===== src/rtl/dmem_io_responder.sv =====
// Responder for the processor data-memory port: steers each access to the dmem syncram
// or to a small I/O page (TX byte FIFO, status, cycle counter, scratch).
module dmem_io_responder #(
  parameter int          FIFO_DEPTH = 8,
  parameter logic [11:0] IO_BASE    = 12'hF00
) (
  input  logic        clock,
  input  logic        reset,
  input  logic [11:0] address_dmem,
  input  logic [31:0] data,
  input  logic        wren,
  output logic [31:0] q_dmem,
  output logic [11:0] ram_address,
  output logic [31:0] ram_data,
  output logic        ram_wren,
  input  logic [31:0] ram_q,
  output logic [7:0]  tx_data,
  output logic        tx_valid,
  input  logic        tx_ready
);

  localparam int PTR_W = $clog2(FIFO_DEPTH);
  localparam int CNT_W = PTR_W + 1;

  localparam logic [11:0] OFF_TXDATA  = 12'd0;
  localparam logic [11:0] OFF_STATUS  = 12'd1;
  localparam logic [11:0] OFF_CYCLE   = 12'd2;
  localparam logic [11:0] OFF_SCRATCH = 12'd3;

  function automatic logic [31:0] pack_status(input logic [CNT_W-1:0] cnt,
                                              input logic ovf,
                                              input logic is_full,
                                              input logic is_empty);
    logic [3:0] cnt4;
    cnt4 = 4'(cnt);
    return {24'b0, cnt4, 1'b0, ovf, is_full, is_empty};
  endfunction

  logic             io_hit;
  logic [11:0]      io_off;
  logic             wr_tx, wr_status, wr_cycle, wr_scratch;
  logic             fifo_full, fifo_empty;
  logic             pop, push_ok, ovf_set, ovf_clr;
  logic [CNT_W-1:0] count;
  logic [PTR_W-1:0] rd_ptr, wr_ptr;
  logic [7:0]       fifo_mem [FIFO_DEPTH];
  logic             overflow;
  logic [31:0]      cycle_cnt;
  logic [31:0]      scratch;
  logic [31:0]      io_rd_val;

  // Stage p0: combinational decode of the presented access
  assign io_hit      = (address_dmem >= IO_BASE);
  assign io_off      = address_dmem - IO_BASE;
  assign ram_address = address_dmem;
  assign ram_data    = data;
  assign ram_wren    = wren && !io_hit;

  assign wr_tx      = wren && io_hit && (io_off == OFF_TXDATA);
  assign wr_status  = wren && io_hit && (io_off == OFF_STATUS);
  assign wr_cycle   = wren && io_hit && (io_off == OFF_CYCLE);
  assign wr_scratch = wren && io_hit && (io_off == OFF_SCRATCH);

  assign fifo_empty = (count == '0);
  assign fifo_full  = (count == CNT_W'(FIFO_DEPTH));
  assign tx_valid   = !fifo_empty;
  assign tx_data    = tx_valid ? fifo_mem[rd_ptr] : 8'h00;

  // A pop on the same edge frees the slot, so a push into a full FIFO is still taken.
  assign pop     = tx_valid && tx_ready;
  assign push_ok = wr_tx && (!fifo_full || pop);
  assign ovf_set = wr_tx && fifo_full && !pop;
  assign ovf_clr = wr_status && data[2];

  always_comb begin
    io_rd_val = 32'h0;
    case (io_off)
      OFF_STATUS:  io_rd_val = pack_status(count, overflow, fifo_full, fifo_empty);
      OFF_CYCLE:   io_rd_val = cycle_cnt + 32'd1;
      OFF_SCRATCH: io_rd_val = scratch;
      default:     io_rd_val = 32'h0;
    endcase
  end

  always_ff @(posedge clock) begin
    if (push_ok) fifo_mem[wr_ptr] <= data[7:0];
  end

  always_ff @(posedge clock or negedge reset) begin
    if (!reset) begin
      count    <= '0;
      rd_ptr   <= '0;
      wr_ptr   <= '0;
      overflow <= 1'b0;
    end else begin
      count <= count + CNT_W'(push_ok) - CNT_W'(pop);
      if (push_ok) wr_ptr <= wr_ptr + PTR_W'(1);
      if (pop)     rd_ptr <= rd_ptr + PTR_W'(1);
      if (ovf_set)      overflow <= 1'b1;
      else if (ovf_clr) overflow <= 1'b0;
    end
  end

  always_ff @(posedge clock or negedge reset) begin
    if (!reset) begin
      cycle_cnt <= 32'h0;
      scratch   <= 32'h0;
    end else begin
      cycle_cnt <= wr_cycle ? data : cycle_cnt + 32'd1;
      if (wr_scratch) scratch <= data;
    end
  end

  // Stage p1: registered read select and I/O read data, aligned with syncram latency
  logic        rd_vld_p1;
  logic        sel_p1;
  logic [31:0] io_q_p1;

  always_ff @(posedge clock or negedge reset) begin
    if (!reset) begin
      rd_vld_p1 <= 1'b0;
      sel_p1    <= 1'b0;
      io_q_p1   <= 32'h0;
    end else begin
      rd_vld_p1 <= 1'b1;
      sel_p1    <= io_hit;
      if (io_hit) io_q_p1 <= io_rd_val;
    end
  end

  assign q_dmem = !rd_vld_p1 ? 32'h0 : (sel_p1 ? io_q_p1 : ram_q);

endmodule


===== config.mk =====
export PLATFORM = sky130hd
export DESIGN_NAME = dmem_io_responder
export DESIGN_NICKNAME = d
export VERILOG_FILES = /design/src/rtl/dmem_io_responder.sv
export SDC_FILE = /design/constraint.sdc
export NUM_CORES = 1
export LEC_CHECK = 0
export ABC_AREA = 1
export BUFFER_PORTS_ARGS = -buffer_cell sky130_fd_sc_hd__buf_2
export CAP_MARGIN = 20
export CORE_MARGIN = 5
export CORE_UTILIZATION = 33
export CTS_CLUSTER_SIZE = 24
export DETAILED_ROUTE_END_ITERATION = 12
export PLACE_DENSITY_LB_ADDON = 0.25
export SETUP_SLACK_MARGIN = 0.1
export SLEW_MARGIN = 20
export SYNTH_ARGS = -nofsm -noshare
export SYNTH_HDL_FRONTEND = slang
export SYNTH_SLANG_ARGS = --single-unit

===== constraint.sdc =====
create_clock -name clock -period 3.9 [get_ports clock]
set_input_delay 0.78 -clock clock [delete_from_list [all_inputs] [get_ports clock]]
set_output_delay 0.78 -clock clock [all_outputs]
set_load 0.02 [all_outputs]

### Word level (Yosys, flattened, before mapping)

Memories as Yosys holds them, arrays and structs flattened.
Cells that the tools add are included.

* register bits: 109
* RAM bits: 64
* input port bits: 80
* word-level logic and storage cells: 49
* memories: 1

Memories
* fifo_mem: words 8, bits a word 8, read ports 1, clocked after memory_dff 0, wr ports 1, RTL line 46 `logic [7:0] fifo_mem [FIFO_DEPTH];`

* add/sub/neg operators: 6
* $lt $le $gt $ge: 1
* equality and inequality tests: 4
* mux-type cells: 9
* reductions and logical operators: 19

Operators by type and width (number)
* two-way mux 32 bit: 3
* one-hot mux 32 bit (3 select lines): 1
* adder 32 x 1 -> 32 bit, second input constant: 1
* equality test 12 x 2 -> 1 bit, second input constant: 2
* equality test 12 x 1 -> 1 bit, second input constant: 1
* greater-or-equal comparator 12 bit, second input constant: 1
* logical NOT 12 bit: 1
* subtractor 12 bit, second input constant: 1
* logical AND 1 bit: 11
* two-way mux 8 bit: 1
* adder 3 x 1 -> 3 bit, second input constant: 2
* adder 4 x 1 -> 4 bit: 1
* equality test 4 bit, second input constant: 1
* logical NOT 1 bit: 4
* logical NOT 4 bit: 1
* two-way mux 1 bit: 4
* subtractor 4 x 1 -> 4 bit: 1
* nonzero test 2 bit: 1
* logical OR 1 bit: 1

### Longest topological paths before layout

* depth in word-level cells: 7
* mapped depth: 11
* mapped depth without buffers: 11

### Least setup slack after synthesis

Ideal clock, no wire load.

* path type: in2reg
* from: in address_dmem[7]
* to: mem fifo_mem[0][0] (enable)
* library setup time: 0.370 ns
* data arrival time: 2.002 ns
* required time: 3.530 ns
* setup slack: 1.528 ns
* cell stages on the path: 8
* buffers on the path: 1
* path through: nor2_1 nand2_2 nor2_4 buf_6 nand3_4 nor2_8 nand2_2 nor2_1

* longest elaborated chain between the ends: 6
* elaborated cells between the ends (all ways): 8
* classes of those cells: 1 x add/sub; 1 x order compare; 2 x mux; 4 x reduce/logical

RTL lines
* start: declaration: RTL line 9 `input logic [11:0] address_dmem,`
* subtractor 12 bit / greater-or-equal comparator 12 bit (equally long branches): RTL line 54, 53
* logical NOT 12 bit / logical AND 1 bit (equally long branches): RTL line 59 `assign wr_tx = wren && io_hit && (io_off == OFF_TXDATA);`
* logical AND 1 bit (*): RTL line 59
* logical AND 1 bit (*): RTL line 71 `assign push_ok = wr_tx && (!fifo_full || pop);`
* via push_ok: RTL line 43 `logic pop, push_ok, ovf_set, ovf_clr;`
* two-way mux 1 bit (*): RTL line 86 `if (push_ok) fifo_mem[wr_ptr] <= data[7:0];`
* two-way mux 1 bit (not written as such) (*): RTL line 86
* end: declaration: RTL line 46

Mark *: on every way through the listed nets, which the timed path passes. The rest lies on a longest branch.

### Final worst setup path

* from: reg rd_ptr[0]
* to: out tx_data[3]

* longest elaborated chain between the ends: 2

RTL lines
* start: declaration: RTL line 45 `logic [PTR_W-1:0] rd_ptr, wr_ptr;`
* start signal: assignment: RTL line 98 `if (pop) rd_ptr <= rd_ptr + PTR_W'(1);`
* memory (8 x 8 bit)
* two-way mux 8 bit: RTL line 67 `assign tx_data = tx_valid ? fifo_mem[rd_ptr] : 8'h00;`
* end: declaration: RTL line 17 `output logic [7:0] tx_data,`

No other way between the ends.

==> out/results.txt <==
ANT nets after route - 0
# fillers - 2746
num ports - 166
Post-synth EDFFs - 64
post_cts resized - 0
drt drc - 0
core area - 26700 sq um
Critical Path AT - 2.33 ns
Simple-Gate Fraction of Synth Area - 25.4%
post-synthesis compound-gate area fraction - 8.82%
Nets - 1248
largest family of logic cells by synthesized area - simple AND/OR/NAND/NOR gates
fin util - 38.7%
post-synthesis cell count - 1046
Synthesized Nets - 1136
H-tree depth - 4
top-count cell post-synth - nand2_1
RSZ-0062 raised after global routing - no
Worst Max-Slew Pin Slew - 0.956 ns
die width - 174 microns
Post-Synth XOR/XNOR Area - 1.48%
routed via count - 7243
post-synthesis sequential area ratio - 52.5%
CTS Buf Count - 17
CP Capture Type - output port
pins over their slew limit - 0
TritonCTS clock tree - yes
area added between synthesis and finish - 16.6%
initial antenna violation count - 0
Worst setup SP type - flop
max_cap viols - 0
Hold Crit Class - primary input to asynchronous set/reset pin
Pleak - 4.81 nW
pwr dens - 482 nW/um^2
Ys Warns - 0
Sink Count - 173
chip height - 174 microns
clock slew at reported path FFs - 0.08 ns
WL/cell - 16.0 microns
Max IR drop VDD - 0.237 mV
clock buffer depth - 2
status - completed
cts hold-fix bufs - 0
largest net degree at the start of global routing - 65
port bufs - 165
Clock Tree Root - clkbuf_16
starting density of the core - 33.2%
adder-cell share of the synthesized area - 1.50%
hold slack - 0.437 ns
Final Critical Period - 3.11 ns
placed cell count - 1480
ranking of synthesized cells by area - dfrtp_1, edfxtp_1, nand2_1
row count - 60
Final setup viols - 0
Synth Flop Type - dfrtp_1
Synth Cell Area - 8850 sq um
via density per instance - 4.79
layout cells sized above 1 - 20.0%
area leader, netlist - dfrtp_1
Max FO, Critical Path - 25
Slew HR - 36.1%
register bit total from synthesis - 173
WS Path Type - flop to output port
setup bufs post-CTS - 0
first-pass GRT wire length - 38.6 mm
gr usage total - 16.0%
GPL Wtd Cong - 0.874
post-synth top area share - 30.8%
die area - 30200 sq um
Required @ worst endpoint - 3.12 ns
synth unique cells - 39
synth cell count leaders - nand2_1, nor2_1, o21ai_0, nand3_1, dfrtp_1
drt pass-1 iters - 5
DR iter-0 viols - 444
fraction of registers with async set or reset after synthesis - 63.0%
ant diodes - 0
fin cells - 1512
number of global-route vias before repair - 7071
global route overflow - 0
Fin. Hold Viols - 0
fmax - 322 MHz
Skew-Pair Late Insertion Delay - 0.44 ns
HPWL Detailed - 17.5 mm
Setup TNS Final - 0 ns
post-synthesis mux area share - 0.904%
ratio of final minimum period to clock period - 79.6%
final worst clock skew - 0.0143 ns
routed wire length - 24.2 mm
Post-Syn Area per Cell - 8.46 sq um
==> kinds of logic after synthesis <==
group           after synthesis
other cells                   1
mux                           8
xor+xnor                     15
fa+ha+maj                    10
simple gates                516
flops                       173
compound gates              153
buf+inv                     170
==> worst max-delay path, stage by stage, from the launching register on <==
cell	delay, ns
dfrtp_1	0.38
inv_1	0.62
o21ai_0	0.28
o21ai_0	0.12
o21ai_0	0.09
nor2_1	0.19
buf_2	0.19
==> path summary, 6_finish.rpt <==
kind | start | endpoint | slack (ns) | cells after the start
max | rd_ptr[0] | tx_data[3] | 0.79 | 6
min | reset | io_q_p1[19] | 0.44 | 1
max reg2reg | count[2] | fifo_mem[3][3] | 1.15 | 9
min reg2reg | scratch[10] | scratch[10] | 0.49 | 2
max in group asynchronous | reset | io_q_p1[27] | 2.71 | 2
min in group clock | scratch[10] | scratch[10] | 0.49 | 2
==> report_power, final <==
part,total (mW),switching (mW),internal (mW)
Combinational,1.17,0.774,0.399
Clock,1.74,0.861,0.878
Sequential,2.06,0.100,1.96
Total,4.97,1.74,3.24
==> state kept, by name, summed over array words and instances (netlist names) <==
name	cells
count	4
sel_p1	1
rd_vld_p1	1
scratch	32
cycle_cnt	32
rd_ptr	3
wr_ptr	3
overflow	1
io_q_p1	32
fifo_mem	64
==> routing by layer <==
metal | GRT usage (%) | up-vias | share of wire, %
met4 | 3.96 | 0 | 1.5
li1 | - | 3617 | -
met2 | 26.4 | 191 | 48
met3 | 3.21 | 24 | 4.8
met5 | 0 | - | 0
met1 | 21.6 | 3411 | 46
==> area by class of cell <==
| cell class | instances | area [sq um] | share of cell area [%] |
|---|---|---|---|
| clock inverters | 15 | 183 | 1.77 |
| flip-flops and latches | 173 | 4650 | 45.0 |
| well taps | 341 | 427 | 4.13 |
| clock buffers | 17 | 425 | 4.12 |
| repair buffers | 180 | 953 | 9.23 |
| inverters | 83 | 312 | 3.02 |
| multi-input cells | 703 | 3370 | 32.7 |
==> placed cells by master (no fill, tap or decap), types with 3 or more instances in the layout <==
cell type,n
nand2_1,202
nor2_1,166
buf_2,164
o21ai_0,138
nand3_1,115
dfrtp_1,108
inv_1,81
edfxtp_1,64
clkbuf_16,17
buf_4,15
xor2_1,11
ha_1,9
mux2i_1,8
o22ai_1,8
nand4_1,6
inv_8,6
nand2_2,4
xnor2_1,4
or2_2,4
nor2_2,3
nor2_4,3
nand3b_1,3
o21ai_1,3
clkinv_8,3
==> stage by stage <==
step	setup WS (ns)	cell area, sq um	power, mW
after floorplan	1.53	8850	2.89
after global placement	1.07	9720	3.27
after detailed placement	1.02	9720	3.28
after CTS	0.769	10300	5.03
after global routing	0.591	10300	5.26
final	0.795	10300	4.97
(Power assumes the default switching activity.)
